[src/rtl/pipe_pkg.sv]
// Shared types for the pipeline stage with skid buffer.
//   pipe_state_t    : stage occupancy state (EMPTY / FULL / SKID)
//   state_occupancy : number of held entries for a given state
package pipe_pkg;

   typedef enum logic [1:0] {
      EMPTY = 2'd0,
      FULL  = 2'd1,
      SKID  = 2'd2
   } pipe_state_t;

   function automatic logic [1:0] state_occupancy(input pipe_state_t s);
      logic [1:0] n;
      case (s)
         FULL:    n = 2'd1;
         SKID:    n = 2'd2;
         default: n = 2'd0;
      endcase
      return n;
   endfunction

endpackage

[src/rtl/pipe_slot.sv]
// One storage slot of the pipeline stage: a control field and a data field.
// Ports:
//   clk        : clock
//   load       : capture d_ctrl/d_data
//   clear_ctrl : zero the control field only (slot becomes a bubble)
//   clear_all  : zero both fields
//   d_ctrl     : control bits to load
//   d_data     : data payload to load
//   q_ctrl     : held control bits
//   q_data     : held data payload
// Priority: clear_all > clear_ctrl > load. clear_ctrl holds the data field.
module pipe_slot #(
   parameter int CTRL_W = 4,
   parameter int DATA_W = 69
) (
   input  logic              clk,
   input  logic              load,
   input  logic              clear_ctrl,
   input  logic              clear_all,
   input  logic [CTRL_W-1:0] d_ctrl,
   input  logic [DATA_W-1:0] d_data,
   output logic [CTRL_W-1:0] q_ctrl,
   output logic [DATA_W-1:0] q_data
);

   logic [CTRL_W-1:0] ctrl_q, ctrl_d;
   logic [DATA_W-1:0] data_q, data_d;

   always_comb begin
      ctrl_d = ctrl_q;
      data_d = data_q;
      if (clear_all) begin
         ctrl_d = '0;
         data_d = '0;
      end else if (clear_ctrl) begin
         ctrl_d = '0;
      end else if (load) begin
         ctrl_d = d_ctrl;
         data_d = d_data;
      end
   end

   always_ff @(posedge clk) begin
      ctrl_q <= ctrl_d;
      data_q <= data_d;
   end

   assign q_ctrl = ctrl_q;
   assign q_data = data_q;

endmodule

[src/rtl/pipe_stage_skid.sv]
// Pipeline stage register with valid/ready handshake and a one-entry skid
// buffer. in_ready comes straight from the state register, so there is no
// combinational path from out_ready back upstream.
// Ports:
//   clk, reset (sync, active-high), flush (sync squash)
//   in_valid/in_ready/in_ctrl/in_data     : upstream handshake + payload
//   out_valid/out_ready/out_ctrl/out_data : downstream handshake + payload
//   occupancy                             : entries held (0..2)
//
// state | meaning
// EMPTY | no entries; outputs invalid, ready to accept
// FULL  | MAIN holds one word driving the outputs
// SKID  | MAIN and SKID both hold words; upstream stalled
module pipe_stage_skid
   import pipe_pkg::*;
#(
   parameter int CTRL_W = 4,
   parameter int DATA_W = 69
) (
   input  logic              clk,
   input  logic              reset,
   input  logic              flush,
   input  logic              in_valid,
   output logic              in_ready,
   input  logic [CTRL_W-1:0] in_ctrl,
   input  logic [DATA_W-1:0] in_data,
   output logic              out_valid,
   input  logic              out_ready,
   output logic [CTRL_W-1:0] out_ctrl,
   output logic [DATA_W-1:0] out_data,
   output logic [1:0]        occupancy
);

   pipe_state_t state_q, state_d;

   logic accept, consume;
   logic main_load, main_clr, main_sel_skid;
   logic skid_load, skid_clr;

   logic [CTRL_W-1:0] main_ctrl, skid_ctrl, main_d_ctrl;
   logic [DATA_W-1:0] main_data, skid_data, main_d_data;

   assign in_ready  = (state_q != SKID);
   assign out_valid = (state_q != EMPTY);
   assign occupancy = state_occupancy(state_q);
   assign accept    = in_valid & in_ready;
   assign consume   = out_valid & out_ready;

   always_comb begin
      state_d       = state_q;
      main_load     = 1'b0;
      main_clr      = 1'b0;
      main_sel_skid = 1'b0;
      skid_load     = 1'b0;
      skid_clr      = 1'b0;
      case (state_q)
         EMPTY: begin
            if (accept) begin
               main_load = 1'b1;
               state_d   = FULL;
            end
         end
         FULL: begin
            if (accept && consume) begin
               main_load = 1'b1;
            end else if (accept) begin
               skid_load = 1'b1;
               state_d   = SKID;
            end else if (consume) begin
               main_clr  = 1'b1;
               state_d   = EMPTY;
            end
         end
         SKID: begin
            if (consume) begin
               main_load     = 1'b1;
               main_sel_skid = 1'b1;
               skid_clr      = 1'b1;
               state_d       = FULL;
            end
         end
         default: state_d = EMPTY;
      endcase
      // Squash wins over any handshake in the same cycle; the presented
      // input is dropped and both slots become bubbles.
      if (flush || reset) begin
         state_d   = EMPTY;
         main_load = 1'b0;
         skid_load = 1'b0;
         main_clr  = 1'b1;
         skid_clr  = 1'b1;
      end
   end

   always_ff @(posedge clk) begin
      if (reset) state_q <= EMPTY;
      else       state_q <= state_d;
   end

   assign main_d_ctrl = main_sel_skid ? skid_ctrl : in_ctrl;
   assign main_d_data = main_sel_skid ? skid_data : in_data;

   pipe_slot #(.CTRL_W(CTRL_W), .DATA_W(DATA_W)) u_main (
      .clk        (clk),
      .load       (main_load),
      .clear_ctrl (main_clr),
      .clear_all  (reset),
      .d_ctrl     (main_d_ctrl),
      .d_data     (main_d_data),
      .q_ctrl     (main_ctrl),
      .q_data     (main_data)
   );

   pipe_slot #(.CTRL_W(CTRL_W), .DATA_W(DATA_W)) u_skid (
      .clk        (clk),
      .load       (skid_load),
      .clear_ctrl (skid_clr),
      .clear_all  (reset),
      .d_ctrl     (in_ctrl),
      .d_data     (in_data),
      .q_ctrl     (skid_ctrl),
      .q_data     (skid_data)
   );

   assign out_ctrl = main_ctrl;
   assign out_data = main_data;

endmodule

[config.mk]
export PLATFORM = sky130hd
export DESIGN_NAME = pipe_stage_skid
export DESIGN_NICKNAME = d
export VERILOG_FILES = /design/src/rtl/pipe_pkg.sv /design/src/rtl/pipe_slot.sv /design/src/rtl/pipe_stage_skid.sv
export SDC_FILE = /design/constraint.sdc
export NUM_CORES = 1
export LEC_CHECK = 0
export BUFFER_PORTS_ARGS = -buffer_cell sky130_fd_sc_hd__clkbuf_2
export CAP_MARGIN = 30
export CORE_MARGIN = 4
export CORE_UTILIZATION = 56
export DETAILED_ROUTE_END_ITERATION = 12
export GPL_TIMING_DRIVEN = 0
export PLACE_DENSITY = 0.93
export SYNTH_ARGS = -nofsm -noshare
export SYNTH_HDL_FRONTEND = slang
export SYNTH_HIERARCHICAL = 1
export SYNTH_SLANG_ARGS = --single-unit
[constraint.sdc]
create_clock -name clk -period 2.25 [get_ports clk]
set_clock_uncertainty 0.1 [all_clocks]
set_input_delay 0.1125 -clock clk [delete_from_list [all_inputs] [get_ports clk]]
set_output_delay 0.1125 -clock clk [all_outputs]
set_load 0.01 [all_outputs]
==> results of run 1 <==
-- power groups by stage --
stage	clock network, mW	registers [mW]	logic (mW)
final	2.80	2.65	0.693
after global routing	2.95	2.65	0.733
after CTS	2.83	2.65	0.679
after detailed placement	0	2.71	0.566
after global placement	0	2.71	0.558
after floorplan	0	2.71	0.368
-- cells in the final DEF, fill, tap and decap left out, drive strengths merged --
master       netlist  routed
clkbuf            22     196
dfxtp            148     148
nand2b           139     139
nand4bb          138     138
o21ai            138     138
dlygate4sd3        0      77
mux2              73      73
buf               62      63
nor3               9       9
mux2i              8       8
clkinv             0       6
clkinvlp           0       4
nor2b              4       4
nand2              3       3
or2                2       2
nand3b             2       2
bufinv             0       2
inv                1       2
a21oi              2       2
diode              0       1
nor2               1       1
and4b              1       1
or3                1       1
a31oi              1       1
-- worst max-delay path: stages, from the launching register on --
cell and delay (ns):
dfxtp_1 0.37, nor2b_4 0.19, nand2_2 0.09, buf_6 0.16
buf_6 0.17, a21oi_2 0.17, nor2b_4 0.22, buf_12 0.14
clkbuf_2 0.24, o21ai_1 0.13
-- per-layer routing --
layer  track usage, %  up-vias  part of all wire, %
met5                0        -                    0
met2            45.72      283                   50
met3            6.125       57                  6.4
met4            10.36        0                  2.6
li1                 -     3243                    -
met1            31.91     3308                   41
-- sequential cells by signal (all words and copies together), names as in the netlist --
register / cells
state_q: 2
u_main/q_ctrl: 4
u_main/q_data: 69
u_skid/q_ctrl: 4
u_skid/q_data: 69
-- area by class of cell --
cell class / instances / area [sq um]
antenna: 1 / 2.502
buffer: 84 / 613.1
clock buffer: 19 / 452.9
clock inverter: 13 / 132.6
fill: 888 / 3522
inverter: 1 / 3.754
multi-input combinational: 522 / 4504
sequential: 148 / 2963
tap: 180 / 225.2
timing repair buffer: 233 / 1569
-- how the worst max path moves through the flow --
stage	slack, ns	endpoint	cells after the start	startpoint
global placement	0.03	u_main/q_data[61]	9	state_q[1]
finish	0.14	u_main/q_data[30]	9	state_q[1]
global route	0.04	u_main/q_data[61]	9	state_q[1]
floorplan	0.39	u_main/q_data[58]	9	state_q[1]
detailed placement	0.005	u_main/q_data[61]	9	state_q[1]
CTS	0.08	u_main/q_ctrl[1]	9	state_q[1]
-- logic make-up after synthesis --
logic type,share of synthesized area (%)
muxes,12.90
and+or+nand+nor,33.55
AOI/OAI and AO/OA,9.316
buffers and inverters,7.534
DFF,36.71
-- per-stage QoR --
stage / utilization (%) / hold slack, ns
floorplan: - / 0.09102
global placement: 64.82 / 0.2476
detailed placement: 64.82 / 0.2481
CTS: 74.66 / 0.2781
global route: 74.82 / 0.3123
finish: 74.82 / 0.2769
-- repair_timing --
action	4_1_cts	5_1_grt
endpoints found under the hold margin	76	0
endpoints found under the setup margin	4	51
buffers inserted	1	1
hold buffers	77	0
gates resized for setup	0	5
==> flow_summary_export.csv, run 1 <==
group,metric,value,unit
run_status,status,"completed",
clocking,cts_sinks,148,
power_and_ir_drop,power.leakage,4.285,nW
grt,antenna_found_initial,1,
detailed_routing,drtAntennaViolNets,0,
grt,grt_pass1_vias,6854,
worst_setup_path,r2r_setup_slack,0.14,ns
synthesis,yosysUniqueCellTypes,30,
grt,gr-usage-all-layers,26.48,%
grt,overflow,0,
sta,max_freq,472.8,MHz
power_and_ir_drop,swShare,22.98,%
floorplan,num_rows,43,
synthesis,netlist_area,8071,sq um
detailed_routing,via_per_inst,5.738,
layout,syn_to_final_growth,29.67,%
place,pre_cts_slack,0.004594,ns
worst_setup_path,critPathArrivalTime,2.31,ns
floorplan,start_util,57.70,%
clocking,numCtsBuffers,17,
worst_setup_path,ff2ff_path_depth,9,
synthesis,syn_inst,755,
synthesis,synthFlopType,"dfxtp_1",
synthesis,synth_fp_nets,833,
hold_path,hold_depth,6,
grt,grt_pass1_wl,34.79,mm
worst_setup_path,r2r-start,"state_q[1]",
clocking,cts_tree,"done",
worst_setup_path,path_class,"flip-flop to flip-flop",
sta,relSlewSlack,68.15,%
synthesis,synth_common_cells,"dfxtp_1, nand4bb_1, nand2b_1",
place,place_hpwl,13.82,mm
grt,grt_max_degree,17,
sta,fin_crit,2.115,ns
floorplan,ios,155,
power_and_ir_drop,p_seq_share,43.1,%
hold_path,min_to,"u_main/q_data[1]",
layout,fin_nets,1085,
power_and_ir_drop,clkPwrFrac,45.6,%
worst_setup_path,crit_path_end_kind,"flip-flop",
hold_path,hold_class,"input pin to flip-flop",
worst_setup_path,critPathMaxFanout,10,
job,maxCapViolCount,0,
synthesis,synth-edff-count,0,
floorplan,core,13990,sq um
synthesis,yosys.area.top_type,"dfxtp_1",
power_and_ir_drop,intPower,4.731,mW
synthesis,ys_warn_count,6,
clocking,root_buffer,"clkbuf_16",
floorplan,fp.dieArea,16400,sq um
sta,fin_crit_sh,94.00,%
synthesis,yosysMostFrequentCell,"dfxtp_1",
detailed_routing,first_iter_violations,602,
clocking,clkTransAtPathRegs,0.06,ns
layout,fin_cells,1201,
synthesis,ys_ff_latch,148,
clocking,clk-insertion-delay-late,0.42,ns
synthesis,async_reset_ff_share,0,%
power_and_ir_drop,power.net_switching,1.412,mW
sta,slew_violations,0,
power_and_ir_drop,p_total,6.143,mW
detailed_routing,dr_total_vias,6891,
synthesis,synth.area.top_cells,"dfxtp_1, nand4bb_1, nand2b_1",
power_and_ir_drop,p_per_area,586.9,nW/um^2
worst_setup_path,start_kind,"flip-flop",
worst_setup_path,required,2.45,ns
clocking,h-tree-depth,4,
sta,setup-tns-final,0,ns
sta,fin_ws,0.1351,ns
detailed_routing,totalWireLength,22.14,mm
place,placed_area,9067,sq um
floorplan,die_w,128.1,microns
sta,hold_viol,0,
clocking,cts_buffer_depth,2,
synthesis,seq_area_frac_synth,36.71,%
detailed_routing,wl_per_cell,18.44,microns
power_and_ir_drop,peakVddDrop,0.4583,mV
place,gp_congestion,0.8118,
detailed_routing,dr.pass1.iters,5,
detailed_routing,drc,0,
layout,design_area,10470,sq um
floorplan,die_height,128.1,microns
place,io_buffer_count,154,
place,dp_cells,1089,
sta,final-setup-viol-count,0,
sta,rsz0062_at_grt,"false",
synthesis,synth_top_area_share,36.71,%
layout,drive_above_1_share,36.67,%
power_and_ir_drop,combPwrFrac,11.3,%
sta,worst_pin_slew,0.4778,ns
hold_path,min_from,"in_valid",
synthesis,avgSynthCellArea,10.69,sq um
worst_setup_path,timing.rr.end,"u_main/q_data[30]",
No activity file was read; power rests on OpenSTA's default activity.
==> inputs of run 2 (changes only) <==
--- a/config.mk
+++ b/config.mk
@@ -5,13 +5,15 @@
 export SDC_FILE = /design/constraint.sdc
 export NUM_CORES = 1
 export LEC_CHECK = 0
+export ABC_AREA = 1
 export BUFFER_PORTS_ARGS = -buffer_cell sky130_fd_sc_hd__clkbuf_2
 export CAP_MARGIN = 30
 export CORE_MARGIN = 4
-export CORE_UTILIZATION = 56
+export CORE_UTILIZATION = 55
 export DETAILED_ROUTE_END_ITERATION = 12
 export GPL_TIMING_DRIVEN = 0
-export PLACE_DENSITY = 0.93
+export PLACE_DENSITY = 0.92
+export SKIP_LAST_GASP = 1
 export SYNTH_ARGS = -nofsm -noshare
 export SYNTH_HDL_FRONTEND = slang
 export SYNTH_HIERARCHICAL = 1
==> flow_summary_export.csv, run 2 <==
group,metric,value,unit
run_status,status,"completed",
worst_setup_path,critPathArrivalTime,2.33,ns
layout,mostFrequentLayoutCells,"nand2_1, nor2_1, nand3_1",
floorplan,num_rows,41,
floorplan,start_util,57.30,%
detailed_routing,dr.pass1.iters,6,
worst_setup_path,required,2.46,ns
clocking,cts_buffer_depth,2,
detailed_routing,met3_length,1.787,mm
floorplan,fp.dieArea,15270,sq um
detailed_routing,first_iter_violations,845,
place,gp_congestion,0.8572,
synthesis,synthFlopType,"dfxtp_1",
clocking,numCtsBuffers,17,
detailed_routing,wl_per_cell,13.62,microns
synthesis,ys_ff_latch,148,
synthesis,synthMuxAreaShare,0,%
synthesis,netlist_area,7348,sq um
layout,diodes,0,
detailed_routing,wl_met1,8.558,mm
synthesis,avgSynthCellArea,6.113,sq um
synthesis,synth_simple_gate_area_share,45.38,%
grt,grt_pass1_vias,7903,
sta,fin_crit_sh,94.13,%
synthesis,async_reset_ff_share,0,%
sta,worst_pin_slew,0.5167,ns
place,placed_area,8334,sq um
grt,grt_pass1_wl,36.20,mm
floorplan,die_w,123.6,microns
sta,slew_violations,0,
layout,layout_commonest_cell,"nand2_1",
synthesis,synth_xor_area_share,0,%
layout,fin_nets,1532,
layout,fin_cells,1639,
synthesis,synth_top_family_by_area,"simple AND/OR/NAND/NOR gates",
synthesis,synth_top_area_share,40.32,%
clocking,clkTransAtPathRegs,0.06,ns
hold_path,hold_class,"input pin to flip-flop",
place,place_hpwl,13.95,mm
synthesis,seq_area_frac_synth,40.32,%
power_and_ir_drop,peakVddDrop,0.5707,mV
job,maxCapViolCount,0,
synthesis,synth_common_cells,"nand2_1, nor2_1, nand3_1",
sta,max_freq,472.2,MHz
synthesis,ys_warn_count,6,
place,dp_cells,1528,
place,io_buffer_count,154,
layout,design_area,9704,sq um
clocking,root_buffer,"clkbuf_16",
floorplan,ios,155,
detailed_routing,via_per_inst,5.086,
detailed_routing,drtAntennaViolNets,0,
synthesis,synth.area.top_cells,"dfxtp_1, nand2_1, nand3_1",
synthesis,yosysMostFrequentCell,"nand2_1",
layout,multi_input_area,3392,sq um
worst_setup_path,critPathMaxFanout,10,
layout,layout.area.seq,2963,sq um
sta,rsz0062_at_grt,"true",
sta,relSlewSlack,65.55,%
synthesis,synth_fa_ha_area_share,0,%
floorplan,die_height,123.6,microns
synthesis,yosys.area.top_type,"dfxtp_1",
sta,holdWs,0.09032,ns
power_and_ir_drop,power.leakage,5.116,nW
synthesis,synth-edff-count,0,
synthesis,yosysUniqueCellTypes,15,
clocking,clk-insertion-delay-late,0.42,ns
layout,syn_to_final_growth,32.06,%
synthesis,synth_fp_nets,1280,
detailed_routing,maxUsedRoutingLayer,"met4",
sta,final-setup-viol-count,0,
layout,drive_above_1_share,17.45,%
clocking,h-tree-depth,4,
sta,fin_crit,2.118,ns
sta,hold_viol,0,
detailed_routing,dr_total_vias,8336,
grt,gr-usage-all-layers,29.78,%
grt,antenna_found_initial,0,
clocking,cts_sinks,148,
detailed_routing,drc,0,
detailed_routing,met2WireLength,11.12,mm
layout,fillers,962,
synthesis,synth_compound_area_share,0.7492,%
floorplan,core,12820,sq um
synthesis,syn_inst,1202,
worst_setup_path,start_kind,"input pin",
detailed_routing,totalWireLength,22.32,mm
clocking,cts_tree,"done",
worst_setup_path,path_class,"input pin to flip-flop",
power_and_ir_drop,p_per_area,623.0,nW/um^2
grt,grt_max_degree,17,
worst_setup_path,crit_path_end_kind,"flip-flop",
grt,overflow,0,
-- run 2: final cells by class --
cell class	instances	share of cell area, %
Multi-Input combinational cell	824	34.95
Sequential cell	148	30.53
Timing Repair Buffer	233	16.04
Inverter	148	5.750
Buffer	82	4.719
Clock buffer	19	4.667
Tap cell	172	2.218
Clock inverter	13	1.122
-- run 2: stage by stage --
| stage | setup TNS, ns | power [mW] | worst slack [ns] | util (%) |
|---|---|---|---|---|
| after floorplan | 0 | 3.062 | 0.4338 | - |
| after global placement | 0 | 3.258 | 0.03572 | 64.99 |
| after detailed placement | -0.1375 | 3.270 | -0.02203 | 64.99 |
| after CTS | 0 | 6.033 | 0.04105 | 75.42 |
| after global routing | -0.01615 | 6.256 | -0.009772 | 75.67 |
| final | 0 | 6.046 | 0.1321 | 75.67 |
-- run 2: critical path, stage by stage --
cell           delay, ns
dlygate4sd3_1       0.56
clkbuf_2            0.12
nor2_1              0.29
nand2_1             0.09
a21oi_1             0.20
buf_2               0.37
buf_2               0.30
nand3_1             0.15
nand2_1             0.09
nor2_1              0.05
-- run 2: where the power goes --
group	leakage, nW	internal [mW]	switching, mW	total (mW)
Sequential	1.19	2.65	0.0167	2.67
Combinational	3.66	0.283	0.396	0.679
Clock	0.263	1.57	1.13	2.70
-- run 2: path summary, 6_finish.rpt --
| path | from | endpoint | slack [ns] | depth (start not counted) |
|---|---|---|---|---|
| max | flush | u_main/q_data[8] | 0.13 | 10 |
| min | out_ready | state_q[0] | 0.09 | 6 |
| max reg2reg | state_q[0] | u_skid/q_data[58] | 0.17 | 12 |
| min reg2reg | u_skid/q_ctrl[3] | u_skid/q_ctrl[3] | 0.37 | 2 |
-- run 2: layer usage --
| metal | global-route usage [%] | vias up |
|---|---|---|
| met4 | 15.71 | 0 |
| met2 | 51.67 | 427 |
| met1 | 34.71 | 3685 |
| met3 | 5.677 | 75 |
| li1 | - | 4149 |
| met5 | 0 | - |
-- run 2: timing repair --
action                                 CTS  global route
endpoints found under the hold margin   83             0
hold buffers                            77             0
setup endpoints to repair               35            71
setup buffers                            0             2
pin swaps                                0             1
gates resized for setup                  5             9
-- run 2: cell families after synthesis --
group / count (synthesis)
buffers and inverters: 230
flip-flops: 148
AND/OR/NAND/NOR: 813
AO/OA/AOI/OAI: 11
